===== config.mk =====
export PLATFORM = sky130hd
export DESIGN_NAME = zrb_spi_slave
export DESIGN_NICKNAME = d
export VERILOG_FILES = /design/src/rtl/zrb_spi_slave.sv
export SDC_FILE = /design/constraint.sdc
export NUM_CORES = 1
export LEC_CHECK = 0
export CAP_MARGIN = 20
export CORE_ASPECT_RATIO = 1.1
export CORE_UTILIZATION = 56
export CTS_CLUSTER_SIZE = 24
export DETAILED_ROUTE_END_ITERATION = 10
export DONT_BUFFER_PORTS = 1
export GPL_ROUTABILITY_DRIVEN = 0
export PLACE_DENSITY = 0.74
export SYNTH_ARGS = -nofsm -noshare
export SYNTH_HDL_FRONTEND = slang
export SYNTH_SLANG_ARGS = --single-unit

===== constraint.sdc =====
create_clock -name clk -period 1.6 [get_ports clk]
set_input_delay 0.32 -clock clk [delete_from_list [all_inputs] [get_ports clk]]
set_output_delay 0.32 -clock clk [all_outputs]
set_load 0.01 [all_outputs]

===== src/rtl/zrb_spi_slave.sv =====
// -----------------------------------------------------------------------------
// zrb_spi_slave
//  SPI target for the zrb SPI link. Mode 0 (CPOL=0, CPHA=0), MSB first.
//  The SPI pins are asynchronous to clk. They are oversampled through a 2-FF
//  synchroniser. A third register stage provides edge detection.
//  Words to send on miso come from a TX FIFO. Words received on mosi go to an
//  RX FIFO with first-word fall-through.
//
// Ports
//  clk          system clock, must be >= 4x sck frequency
//  reset_n      synchronous reset, active low
//  sck, cs_n,   SPI pins from the master (asynchronous)
//  mosi
//  miso         serial data to master
//  miso_oe      pad output enable, equals synchronised ~cs_n
//  tx_data/     push a word into the TX FIFO (ignored when tx_full)
//  tx_wr
//  tx_full      TX FIFO full
//  rx_data      head of the RX FIFO (fall-through)
//  rx_rd        pop the RX head (ignored when rx_empty)
//  rx_empty     RX FIFO empty
//  rx_overflow  sticky: a received word was dropped because RX was full
//  tx_underrun  sticky: FILL_WORD was sent because TX was empty
//  busy         synchronised cs_n is low
// -----------------------------------------------------------------------------
module zrb_spi_slave #(
    parameter int                  NUM_BITS   = 8,
    parameter int                  ADDR_WIDTH = 2,
    parameter logic [NUM_BITS-1:0] FILL_WORD  = 8'hFF
) (
    input  logic                clk,
    input  logic                reset_n,
    input  logic                sck,
    input  logic                cs_n,
    input  logic                mosi,
    output logic                miso,
    output logic                miso_oe,
    input  logic [NUM_BITS-1:0] tx_data,
    input  logic                tx_wr,
    output logic                tx_full,
    output logic [NUM_BITS-1:0] rx_data,
    input  logic                rx_rd,
    output logic                rx_empty,
    output logic                rx_overflow,
    output logic                tx_underrun,
    output logic                busy
);

    localparam int DEPTH = 1 << ADDR_WIDTH;
    localparam int CNT_W = $clog2(NUM_BITS + 1);

    localparam logic [1:0] ST_IDLE  = 2'd0;
    localparam logic [1:0] ST_LOAD  = 2'd1;
    localparam logic [1:0] ST_SHIFT = 2'd2;

    // Synchroniser bit positions and their idle (reset) levels.
    localparam int         P_SCK    = 2;
    localparam int         P_CS     = 1;
    localparam int         P_MOSI   = 0;
    localparam logic [2:0] SYNC_RST = 3'b010;

    // ------------------------------------------------------------------
    // Pin synchroniser and edge detect
    // ------------------------------------------------------------------
    logic [2:0] w_pins;
    logic [2:0] r_s1;
    logic [2:0] r_s2;
    logic [2:0] r_s3;

    assign w_pins = {sck, cs_n, mosi};

    always_ff @(posedge clk) begin
        if (!reset_n) begin
            r_s1 <= SYNC_RST;
            r_s2 <= SYNC_RST;
            r_s3 <= SYNC_RST;
        end else begin
            r_s1 <= w_pins;
            r_s2 <= r_s1;
            r_s3 <= r_s2;
        end
    end

    logic w_sck_rise;
    logic w_sck_fall;
    logic w_cs_rise;
    logic w_cs_fall;
    logic w_mosi_s;

    assign w_sck_rise = r_s2[P_SCK] & ~r_s3[P_SCK];
    assign w_sck_fall = ~r_s2[P_SCK] & r_s3[P_SCK];
    assign w_cs_rise  = r_s2[P_CS] & ~r_s3[P_CS];
    assign w_cs_fall  = ~r_s2[P_CS] & r_s3[P_CS];
    // mosi goes through the same number of stages as sck. The sampled bit
    // is therefore aligned with the detected sck edge.
    assign w_mosi_s   = r_s2[P_MOSI];

    // ------------------------------------------------------------------
    // FIFOs: pointers carry one extra wrap bit
    // ------------------------------------------------------------------
    logic [NUM_BITS-1:0] r_tx_mem [DEPTH];
    logic [NUM_BITS-1:0] r_rx_mem [DEPTH];
    logic [ADDR_WIDTH:0] r_tx_wr_ptr;
    logic [ADDR_WIDTH:0] r_tx_rd_ptr;
    logic [ADDR_WIDTH:0] r_rx_wr_ptr;
    logic [ADDR_WIDTH:0] r_rx_rd_ptr;

    logic w_tx_empty;
    logic w_tx_full;
    logic w_rx_empty;
    logic w_rx_full;

    assign w_tx_empty = (r_tx_wr_ptr == r_tx_rd_ptr);
    assign w_tx_full  = (r_tx_wr_ptr[ADDR_WIDTH] != r_tx_rd_ptr[ADDR_WIDTH]) &&
                        (r_tx_wr_ptr[ADDR_WIDTH-1:0] == r_tx_rd_ptr[ADDR_WIDTH-1:0]);
    assign w_rx_empty = (r_rx_wr_ptr == r_rx_rd_ptr);
    assign w_rx_full  = (r_rx_wr_ptr[ADDR_WIDTH] != r_rx_rd_ptr[ADDR_WIDTH]) &&
                        (r_rx_wr_ptr[ADDR_WIDTH-1:0] == r_rx_rd_ptr[ADDR_WIDTH-1:0]);

    // ------------------------------------------------------------------
    // Control decode
    // ------------------------------------------------------------------
    logic [1:0]          r_state;
    logic [CNT_W-1:0]    r_cnt;
    logic                r_word_done;
    logic [NUM_BITS-1:0] r_shift_tx;
    logic [NUM_BITS-1:0] r_shift_rx;
    logic                r_miso;
    logic                r_rx_overflow;
    logic                r_tx_underrun;

    logic                w_load;
    logic                w_word_end;
    logic                w_tx_push;
    logic                w_tx_pop;
    logic                w_rx_push;
    logic                w_rx_pop;
    logic [NUM_BITS-1:0] w_tx_head;
    logic [NUM_BITS-1:0] w_load_word;
    logic [NUM_BITS-1:0] w_rx_word;

    // cs_n rise takes priority over every other pin event.
    // A TX word is fetched in LOAD and again on the sck fall after each
    // completed word.
    assign w_load = ~w_cs_rise &
                    ((r_state == ST_LOAD) ||
                     ((r_state == ST_SHIFT) && w_sck_fall && r_word_done));

    assign w_word_end = ~w_cs_rise && (r_state == ST_SHIFT) && w_sck_rise &&
                        (r_cnt == CNT_W'(NUM_BITS - 1));

    assign w_tx_head   = r_tx_mem[r_tx_rd_ptr[ADDR_WIDTH-1:0]];
    assign w_load_word = w_tx_empty ? FILL_WORD : w_tx_head;
    assign w_rx_word   = {r_shift_rx[NUM_BITS-2:0], w_mosi_s};

    assign w_tx_push = tx_wr & ~w_tx_full;
    assign w_tx_pop  = w_load & ~w_tx_empty;
    assign w_rx_push = w_word_end & ~w_rx_full;
    assign w_rx_pop  = rx_rd & ~w_rx_empty;

    // Storage arrays have no reset. The pointers decide what is valid.
    always_ff @(posedge clk) begin
        if (w_tx_push) begin
            r_tx_mem[r_tx_wr_ptr[ADDR_WIDTH-1:0]] <= tx_data;
        end
        if (w_rx_push) begin
            r_rx_mem[r_rx_wr_ptr[ADDR_WIDTH-1:0]] <= w_rx_word;
        end
    end

    always_ff @(posedge clk) begin
        if (!reset_n) begin
            r_tx_wr_ptr <= '0;
            r_tx_rd_ptr <= '0;
            r_rx_wr_ptr <= '0;
            r_rx_rd_ptr <= '0;
        end else begin
            if (w_tx_push) r_tx_wr_ptr <= r_tx_wr_ptr + 1'b1;
            if (w_tx_pop)  r_tx_rd_ptr <= r_tx_rd_ptr + 1'b1;
            if (w_rx_push) r_rx_wr_ptr <= r_rx_wr_ptr + 1'b1;
            if (w_rx_pop)  r_rx_rd_ptr <= r_rx_rd_ptr + 1'b1;
        end
    end

    // ------------------------------------------------------------------
    // Transfer FSM and shift registers
    // ------------------------------------------------------------------
    always_ff @(posedge clk) begin
        if (!reset_n) begin
            r_state       <= ST_IDLE;
            r_cnt         <= '0;
            r_word_done   <= 1'b0;
            r_shift_tx    <= '0;
            r_shift_rx    <= '0;
            r_miso        <= 1'b1;
            r_rx_overflow <= 1'b0;
            r_tx_underrun <= 1'b0;
        end else begin
            if (w_load && w_tx_empty) r_tx_underrun <= 1'b1;
            if (w_word_end && w_rx_full) r_rx_overflow <= 1'b1;

            if (w_cs_rise) begin
                // Frame end: any partial RX word is abandoned.
                r_state     <= ST_IDLE;
                r_cnt       <= '0;
                r_word_done <= 1'b0;
                r_miso      <= 1'b1;
            end else begin
                case (r_state)
                    ST_IDLE: begin
                        if (w_cs_fall) r_state <= ST_LOAD;
                    end
                    ST_LOAD: begin
                        r_shift_tx  <= w_load_word;
                        r_miso      <= w_load_word[NUM_BITS-1];
                        r_cnt       <= '0;
                        r_word_done <= 1'b0;
                        r_state     <= ST_SHIFT;
                    end
                    ST_SHIFT: begin
                        if (w_sck_rise) begin
                            r_shift_rx <= w_rx_word;
                            if (w_word_end) begin
                                r_cnt       <= '0;
                                r_word_done <= 1'b1;
                            end else begin
                                r_cnt <= r_cnt + 1'b1;
                            end
                        end else if (w_sck_fall) begin
                            if (r_word_done) begin
                                // First bit of the next word goes out on the
                                // fall after the last rise of the previous word.
                                r_shift_tx  <= w_load_word;
                                r_miso      <= w_load_word[NUM_BITS-1];
                                r_word_done <= 1'b0;
                            end else begin
                                r_shift_tx <= r_shift_tx << 1;
                                r_miso     <= r_shift_tx[NUM_BITS-2];
                            end
                        end
                    end
                    default: r_state <= ST_IDLE;
                endcase
            end
        end
    end

    // ------------------------------------------------------------------
    // Outputs
    // ------------------------------------------------------------------
    assign miso        = r_miso;
    assign miso_oe     = ~r_s2[P_CS];
    assign busy        = ~r_s2[P_CS];
    assign tx_full     = w_tx_full;
    assign rx_empty    = w_rx_empty;
    assign rx_data     = r_rx_mem[r_rx_rd_ptr[ADDR_WIDTH-1:0]];
    assign rx_overflow = r_rx_overflow;
    assign tx_underrun = r_tx_underrun;

endmodule


==> impl_metrics.tcl <==
set metrics [dict create \
    via_count 2696 \
    end_kind "primary output" \
    syn_area_per_cell_um2 13.9 \
    r2r_slack_ps -30 \
    max_cap_viol_count 0 \
    dieArea_mm2 0.00872 \
    min-delay-path-class "primary input to flip-flop" \
    setup_viol 11 \
    grt_pass1_wl_um 13600 \
    synth_top_area_cell "edfxtp_1" \
    dp_hpwl_um 5600 \
    cp_cell_sequence "buf_12 > mux4_2" \
    r2r_cells 6 \
    stdcell_count 481 \
    syn-num-nets 369 \
    synth_edf_count 64 \
    async_flop_share_pct 0 \
    ir_worst_vdd_uv 614 \
    fin_setup_tns_ps -935 \
    syn-instance-count 336 \
    place_inst 456 \
    yosysMostFrequentCell "edfxtp_1" \
    finalPower_mw 5.15 \
    wl_per_cell_um 17.1 \
    placed_area_mm2 0.00502 \
    start_util_pct 58.5 \
    violations "negative setup slack" \
    criticalPathCategory "flip-flop to primary output" \
    via_per_inst 5.60 \
    min_period_ps 1710 \
    clockRootBuffer "clkbuf_8" \
    antennaDiodeCount 0 \
    pin_count 30 \
    clkSinkCount 112 \
    core.rowCount 34 \
    cp-start-kind "flip-flop" \
    synth_seq_area_share_pct 61.7 \
    max-slew-margin-rel_pct 71.7 \
    yosysTopAreaCellShare_pct 41.1 \
    ant_nets 0 \
    clkTransAtPathRegs_ps 100 \
    antenna_found_initial 0 \
    final_layout_size_suffix_gt1_share_pct 34.6 \
    period_share_pct 107 \
    drv_slew 0 \
    cpPeakStageDelay_ps 540 \
    h-tree-depth 3 \
    ys_types 52 \
    route.detailed.drc 0 \
    rsz0062_at_grt "yes" \
    p_per_area_mw_per_mm2 936 \
    grt_max_degree 40 \
    die_h_um 97.8 \
    cts_tree "done" \
    syn_to_final_growth_pct 17.6 \
    critPathMaxFanout 8 \
    r2r-start "r_s2[2]" \
    portBuffers 0 \
    finalHoldViolations 0 \
    die_x_um 89.1 \
    grt_pass1_vias 2829 \
    worstMarginPinSlew_ps 421 \
    dr.pass1.iters 4 \
    worstSkewPairLatency_ps 360 \
    drt-total-wl_um 8210 \
    fin_nets 401 \
    critPathRequiredTime_ps 1280 \
    max_freq_mhz 583 \
    setup_ws_ps -114 \
    cts_buffers 9 \
    grt.total_usage_pct 20.8 \
    detailedRoute.firstIterationViolations 106 \
    worst_clock_skew_ps 10.1 \
    crit_arrival_ps 1390 \
    netlist_top_cells_area "edfxtp_1 (41%), dfxtp_1 (21%), mux4_2 (7.7%), ha_1 (4.8%), mux2i_1 (3.4%)" \
    status "finished, violations left" \
    final_area_mm2 0.00550 \
    synthFlopType "edfxtp_1" \
    overflow 0 \
    endpoint "rx_data[6]" \
    ys_seq_elements 112 \
    r2r_end "r_shift_tx[6]" \
    synth_common_cells "edfxtp_1 (64), dfxtp_1 (48), nand2_1 (26)" \
    cts_buffer_depth 2 \
    coreArea_mm2 0.00800 \
    leakagePower_nw 1.91 \
    fill_cells 592 \
    yosysWarnings 0 \
    crit_slowest_cell "mux4_2" \
    syn_area_mm2 0.00468 \
]
cell families after synthesis:
group | share of synthesized area (%)
flip-flops | 61.7
adder cells (fa/ha/maj) | 4.82
XOR/XNOR | 2.03
AO/OA/AOI/OAI | 5.38
multiplexers | 11.1
buffers and inverters | 3.10
AND/OR/NAND/NOR | 11.9
critical path, delay by kind of cell, from the launching register on:
kind	cells	cell delay [ps]
DFF	1	350
buffers and inverters	1	140
muxes	1	540
what timing repair did:
item,4_1_cts,5_1_grt
setup endpoints to repair,79,61
resized for setup,23,25
cloned,0,0
hold buffers,0,1
endpoints found under the hold margin,0,1
buffers inserted,5,3
pin swaps,7,10
area by class of cell:
cell class              count  area, um2  area share [%]
flip-flops and latches    112       2910            53.0
multi-input cells         196       1890            34.4
repair buffers             37        309            5.62
clock buffers               9        124            2.25
well taps                 108        135            2.46
inverters                  12       47.5           0.864
clock inverters             7       77.6            1.41
how the worst min path moves through the flow:
stage	from	endpoint	slack [ps]	depth (start not counted)
floorplan	r_s1[1]	r_s2[1]	390	1
global placement	r_s1[1]	r_s2[1]	390	1
detailed placement	r_s1[1]	r_s2[1]	400	1
CTS	reset_n	r_s3[1]	20	1
global route	tx_data[3]	r_tx_mem[0][3]	10	0
finish	reset_n	r_s1[1]	40	1
placed cells by master (no fill, tap or decap), drive strengths merged, types with 5 or more instances in the layout:
cell and count:
edfxtp 64, dfxtp 48, buf 36, nand2 26, nor2 24, ha 18, mux4 16, mux2i 16
inv 13, and2 11, clkbuf 9, nand2b 8, a21oi 8, nand3 7, xor2 7, o21ai 6
nand4 6, o221ai 6, nor3 5, clkinv 5
through the flow:
step                utilization, %  setup slack [ps]  hold slack (ps)
detailed placement            62.8              -135              396
finish                        68.8              -114             35.1
floorplan                        -              2.84              386
global route                  68.8              -191             10.0
global placement              62.8             -19.4              390
CTS                           67.1              -141             15.6
layer usage:
| layer | global-route usage [%] | routed length [um] | up-vias | part of all wire (%) |
|---|---|---|---|---|
| met1 | 23.0 | 3240 | 1341 | 39 |
| met3 | 5.75 | 325 | 10 | 4.0 |
| met2 | 37.2 | 4560 | 50 | 56 |
| met4 | 7.81 | 92 | 0 | 1.1 |
| li1 | - | - | 1295 | - |
| met5 | 0 | 0 | - | 0 |
state kept, by name (all words and copies together) (netlist names), named ones only:
signal,count
r_rx_mem,32
r_tx_mem,32
r_shift_rx,7
r_shift_tx,7
r_cnt,4
r_rx_rd_ptr,3
r_rx_wr_ptr,3
r_s1,3
r_s2,3
r_tx_rd_ptr,3
r_tx_wr_ptr,3
r_s3,2
r_state,2
miso,1
r_word_done,1
rx_overflow,1
tx_underrun,1
report_power, final:
| part | total (mW) | leakage (nW) | internal, mW | switching [mW] |
|---|---|---|---|---|
| combinational | 0.331 | 0.814 | 0.151 | 0.180 |
| clock | 1.68 | 0.105 | 0.741 | 0.943 |
| sequential | 3.13 | 0.994 | 3.10 | 0.0370 |
| total | 5.15 | 1.91 | 3.99 | 1.16 |
Power figures use the tool's default switching activity.
